--- config.mk ---
export PLATFORM = sky130hd
export DESIGN_NAME = instr_encoder_loader
export DESIGN_NICKNAME = d
export VERILOG_FILES = /design/src/rtl/instr_encoder_loader_pkg.sv /design/src/rtl/instr_packer.sv /design/src/rtl/instr_encoder_loader.sv
export SDC_FILE = /design/constraint.sdc
export NUM_CORES = 1
export LEC_CHECK = 0
export CAP_MARGIN = 20
export CORE_MARGIN = 2
export CORE_UTILIZATION = 38
export DETAILED_ROUTE_END_ITERATION = 6
export PLACE_DENSITY = 0.8
export RECOVER_POWER = 100
export REMOVE_ABC_BUFFERS = 1
export SLEW_MARGIN = 20
export SYNTH_ARGS = -nofsm -noshare
export SYNTH_HDL_FRONTEND = slang
export SYNTH_SLANG_ARGS = --single-unit
--- constraint.sdc ---
create_clock -name clk_i -period 1.6 [get_ports clk_i]
set_input_delay 0.16 -clock clk_i [delete_from_list [all_inputs] [get_ports clk_i]]
set_output_delay 0.16 -clock clk_i [all_outputs]
set_load 0.005 [all_outputs]
--- src/rtl/instr_encoder_loader_pkg.sv ---
// Shared definitions for the instruction encoder/loader: opcodes, request
// kind encodings and the loader FSM state type.
package instr_encoder_loader_pkg;

  localparam logic [5:0] OP_RTYPE = 6'b000000;
  localparam logic [5:0] OP_ADDI  = 6'b001000;
  localparam logic [5:0] OP_SLTI  = 6'b001010;
  localparam logic [5:0] OP_BEQ   = 6'b000100;

  localparam logic [2:0] KIND_R    = 3'd0;
  localparam logic [2:0] KIND_ADDI = 3'd1;
  localparam logic [2:0] KIND_SLTI = 3'd2;
  localparam logic [2:0] KIND_BEQ  = 3'd3;

  typedef enum logic [1:0] {
    IDLE,
    WRITE,
    FULL
  } state_e;

endpackage

--- src/rtl/instr_packer.sv ---
// Combinational packer: turns a symbolic request into a 32-bit MIPS word.
// Kinds 4..7 are reported as illegal with a zero word.
module instr_packer
  import instr_encoder_loader_pkg::*;
(
  input  logic [2:0]  kind,
  input  logic [4:0]  rs,
  input  logic [4:0]  rt,
  input  logic [4:0]  rd,
  input  logic [5:0]  funct,
  input  logic [15:0] imm,
  output logic [31:0] word,
  output logic        legal
);

  // Select the field layout by instruction class.
  always_comb begin
    word  = '0;
    legal = 1'b1;
    case (kind)
      KIND_R:    word = {OP_RTYPE, rs, rt, rd, 5'b00000, funct};
      KIND_ADDI: word = {OP_ADDI, rs, rt, imm};
      KIND_SLTI: word = {OP_SLTI, rs, rt, imm};
      KIND_BEQ:  word = {OP_BEQ, rs, rt, imm};
      default:   legal = 1'b0;
    endcase
  end

endmodule

--- src/rtl/instr_encoder_loader.sv ---
// Instruction encoder/loader: accepts symbolic requests, packs them and writes
// them sequentially into instruction memory, one word per two cycles.
// Optional macro LOADER_CHECKSUM_EN adds checksum_o, the running XOR of all
// words actually written.
module instr_encoder_loader
  import instr_encoder_loader_pkg::*;
#(
  parameter int unsigned DEPTH    = 32,
  parameter int unsigned ADDR_W   = 5,
  parameter int unsigned BASE_IDX = 0
) (
  input  logic              clk_i,
  input  logic              rst_i,
  input  logic              clear_i,
  input  logic              valid_i,
  output logic              ready_o,
  input  logic [2:0]        kind_i,
  input  logic [4:0]        rs_i,
  input  logic [4:0]        rt_i,
  input  logic [4:0]        rd_i,
  input  logic [5:0]        funct_i,
  input  logic [15:0]       imm_i,
  output logic              we_o,
  output logic [ADDR_W-1:0] waddr_o,
  output logic [31:0]       wdata_o,
  output logic [ADDR_W:0]   count_o,
  output logic              full_o,
  output logic              err_o
`ifdef LOADER_CHECKSUM_EN
  ,
  output logic [31:0]       checksum_o
`endif
);

  localparam logic [ADDR_W-1:0] BASE      = ADDR_W'(BASE_IDX);
  localparam logic [ADDR_W:0]   DEPTH_CNT = (ADDR_W + 1)'(DEPTH);

  state_e            state_q;
  logic [ADDR_W-1:0] ptr_q;
  logic [ADDR_W:0]   count_q;
  logic [ADDR_W:0]   count_nxt;
  logic [31:0]       word_q;
  logic              we_q;
  logic              full_q;
  logic              err_q;
  logic [31:0]       packed_word;
  logic              packed_legal;
`ifdef LOADER_CHECKSUM_EN
  logic [31:0]       cks_q;
`endif

  instr_packer u_packer (
    .kind  (kind_i),
    .rs    (rs_i),
    .rt    (rt_i),
    .rd    (rd_i),
    .funct (funct_i),
    .imm   (imm_i),
    .word  (packed_word),
    .legal (packed_legal)
  );

  // Count after the write in progress completes; decides WRITE -> FULL.
  always_comb begin
    count_nxt = count_q + (ADDR_W + 1)'(1);
  end

  // Loader FSM with pointer, counter and flags; clear_i overrides every state.
  always_ff @(posedge clk_i or posedge rst_i) begin
    if (rst_i) begin
      state_q <= IDLE;
      ptr_q   <= BASE;
      count_q <= '0;
      word_q  <= '0;
      we_q    <= 1'b0;
      full_q  <= 1'b0;
      err_q   <= 1'b0;
`ifdef LOADER_CHECKSUM_EN
      cks_q   <= '0;
`endif
    end else if (clear_i) begin
      state_q <= IDLE;
      ptr_q   <= BASE;
      count_q <= '0;
      we_q    <= 1'b0;
      full_q  <= 1'b0;
      err_q   <= 1'b0;
`ifdef LOADER_CHECKSUM_EN
      cks_q   <= '0;
`endif
    end else begin
      case (state_q)
        IDLE: begin
          if (valid_i) begin
            if (packed_legal) begin
              word_q  <= packed_word;
              we_q    <= 1'b1;
              state_q <= WRITE;
            end else begin
              // Illegal requests are consumed without a write.
              err_q <= 1'b1;
            end
          end
        end
        WRITE: begin
          we_q    <= 1'b0;
          ptr_q   <= ptr_q + ADDR_W'(1);
          count_q <= count_nxt;
`ifdef LOADER_CHECKSUM_EN
          cks_q   <= cks_q ^ word_q;
`endif
          if (count_nxt == DEPTH_CNT) begin
            state_q <= FULL;
            full_q  <= 1'b1;
          end else begin
            state_q <= IDLE;
          end
        end
        FULL: begin
          we_q <= 1'b0;
        end
        default: state_q <= IDLE;
      endcase
    end
  end

  // Ready is held low while reset is asserted; clear_i suppresses a pending write.
  always_comb begin
    ready_o = (state_q == IDLE) && !rst_i;
    we_o    = we_q && !clear_i;
    waddr_o = ptr_q;
    wdata_o = word_q;
    count_o = count_q;
    full_o  = full_q;
    err_o   = err_q;
`ifdef LOADER_CHECKSUM_EN
    checksum_o = cks_q;
`endif
  end

endmodule

==> impl_metrics.ini <==
[status]
run_status = complete, no violations

[clocking]
cts_root_buf = clkbuf_8
insertion_delay_ps = 310
cts_tree = built
clkSinkCount = 45
clockBufferDepth = 2
cts_htree_levels = 2
clkSlewWorstSetupHoldPaths_ps = 90
cts_hold_buf = 0
cts_buffers = 5

[critical_path]
critPathMaxFanout = 6
cp.required_ps = 1440
cp_slowest_stage_delay_ps = 550
startpoint_type = flop
critPathCaptureType = output pin
cp_slowest_cell = clkdlybuf4s50_1
r2r_setup_slack_ps = 110
path_buf_inv = 1
crit_family = buffers and inverters
worstPathArrival_ps = 1350
worstPathCellList = clkdlybuf4s50_1
criticalPathCategory = flop to output pin

[logic_synthesis]
ys_warn_count = 0
ys_ff_latch = 45
synth_top_cell_area_share = 0.533
synthesis.area_sq_um = 2110
synth_commonest_cells = nand2_1 (72), dfrtp_1 (45), nor2_1 (25)
ys_top_cells_by_area = dfrtp_1 (53%), nand2_1 (13%), nor2_1 (4.4%)
ys_async_sr_fraction = 1.00
ys_seq_area_frac = 0.533
yosysTopAreaCell = dfrtp_1
yosysMostFrequentCell = nand2_1
syn_inst = 225
synth_edf_count = 0
ys_types = 33
syn_area_per_cell_sq_um = 9.39
synth_flop_cell = dfrtp_1

[timing]
tightest_slew_ps = 1080
skew_ps = 5.61
worst_slew_margin_rel = 0.277
fin_crit_ps = 1510
finalHoldViolations = 0
finalSetupViolCount = 0
fin_crit_sh = 0.941
slew_violations = 0
fmax_ghz = 0.664
grt_setup_unrepaired = false

[die]
io_pins = 91
fp-row-count = 27
die-area_sq_um = 6170
start_util = 0.388
die_h_microns = 78.6
core_region_area_sq_um = 5440
die_x_microns = 78.6

[pwr]
p_total_uw = 2790
power.switching_uw = 767
clock_power_share = 0.258
peakVddDrop_uv = 452
cellLeakagePower_uw = 0.00152
p_sw_frac = 0.275
power.density_nw_per_um2 = 855
intPower_uw = 2020
p_seq_frac = 0.492
comb_power_share = 0.250

[global_routing]
grt.total_usage = 0.165
grt_pass1_vias = 1766
grt_max_degree = 46
antenna_found_initial = 0
grt_overflow = 0
grt_pass1_wl_mm = 7.98

[layout]
final_cell_count_no_fill = 397
fin_util = 0.600
antenna_cells = 0
multi_input_area_sq_um = 880
register_area_sq_um = 1130
nFillCells = 468
drive_above_1_share = 0.102
syn_to_final_growth_pct = 54.5
nets = 373

[placement]
gp_congestion = 0.732
dp.cells = 383
port_buffers = 87
place_hpwl_mm = 3.48

[drt]
drc = 0
wl_per_cell_microns = 12.6
vias_per_cell = 4.72
firstDrtPassIters = 4
first_iter_violations = 103
vias = 1872
wirelength_mm = 5.01
antenna_left = 0

[run]
maxCapViolCount = 0

[min_path]
hp-class = primary input to flop
-- worst paths after layout --
kind,end,depth (start not counted),start
max reg2reg,wdata_o[6],8,state_q[0]
max in group asynchronous,wdata_o[11],3,rst_i
min reg2reg,wdata_o[6],2,wdata_o[6]
min,wdata_o[17],3,rt_i[1]
min in group asynchronous,waddr_o[4],3,rst_i
max,count_o[0],1,count_o[0]
-- sequential cells by signal, summed over array words and instances, names as in the netlist --
register,flops
we_q,1
count_o,6
full_o,1
waddr_o,5
state_q,2
err_o,1
wdata_o,29
-- cell type report --
cell class	count	share of cell area
Clock buffer	5	0.0211
Multi-Input combinational cell	163	0.270
Tap cell	72	0.0276
Sequential cell	45	0.345
Clock inverter	3	0.00652
Inverter	4	0.00460
Timing Repair Buffer	105	0.326
-- tightest hold or removal path, cell delays in order --
cell	delay (ps)
clkdlybuf4s50_1	400
nand2_1	50
nand2_1	40
-- cell usage in the layout (no fill, tap or decap), drive strengths merged, types with 2 or more instances in the layout --
cell type and n:
nand2 72, clkdlybuf4s50 47, dfrtp 45, dlygate4sd3 39
nor2 25, clkbuf 13, a31oi 12, buf 10
xor2 6, nand3 6, a21oi 5, ha 5
xnor2 4, nand4 4, inv 4, nand2b 3
conb 3, o21ai 3, mux2i 2, nor2b 2
or3 2, clkinv 2
-- per-stage QoR --
stage | TNS, ps | instance area (sq um) | setup WS [ps] | hold slack (ps)
floorplan | -14690 | 2010 | -581 | 223
global placement | 0 | 3090 | 64.4 | 449
detailed placement | 0 | 3090 | 3.02 | 461
CTS | -3.29 | 3210 | -3.29 | 261
global route | 0 | 3260 | 27.5 | 375
finish | 0 | 3260 | 94.8 | 367
-- repair_timing --
item	in CTS	in global routing
setup buffers	3	2
pin swaps	1	2
cloned	0	3
gates resized for setup	2	6
endpoints found under the setup margin	1	29
-- kinds of logic after synthesis --
| family | synth area share |
|---|---|
| AOI/OAI and AO/OA | 0.0758 |
| xor gates and xnor gates | 0.0415 |
| adders and majority gates | 0.0296 |
| buffers and inverters | 0.0586 |
| DFF | 0.533 |
| muxes | 0.00948 |
| other | 0.00178 |
| and+or+nand+nor | 0.250 |
-- per-layer routing --
| metal | track usage | up-vias | share of wire |
|---|---|---|---|
| met5 | 0 | - | 0 |
| met4 | 0.0596 | 0 | 0.012 |
| met3 | 0.0598 | 6 | 0.075 |
| met2 | 0.264 | 64 | 0.48 |
| met1 | 0.206 | 882 | 0.43 |
| li1 | - | 920 | - |
-- power groups by stage --
| stage | registers (uW) | logic, uW | clock network (uW) |
|---|---|---|---|
| finish | 1370 | 698 | 718 |
| global route | 1400 | 773 | 799 |
| CTS | 1380 | 755 | 737 |
| detailed placement | 1400 | 749 | 0 |
| global placement | 1400 | 737 | 0 |
| floorplan | 1410 | 221 | 0 |
Power figures use the tool's default switching activity.
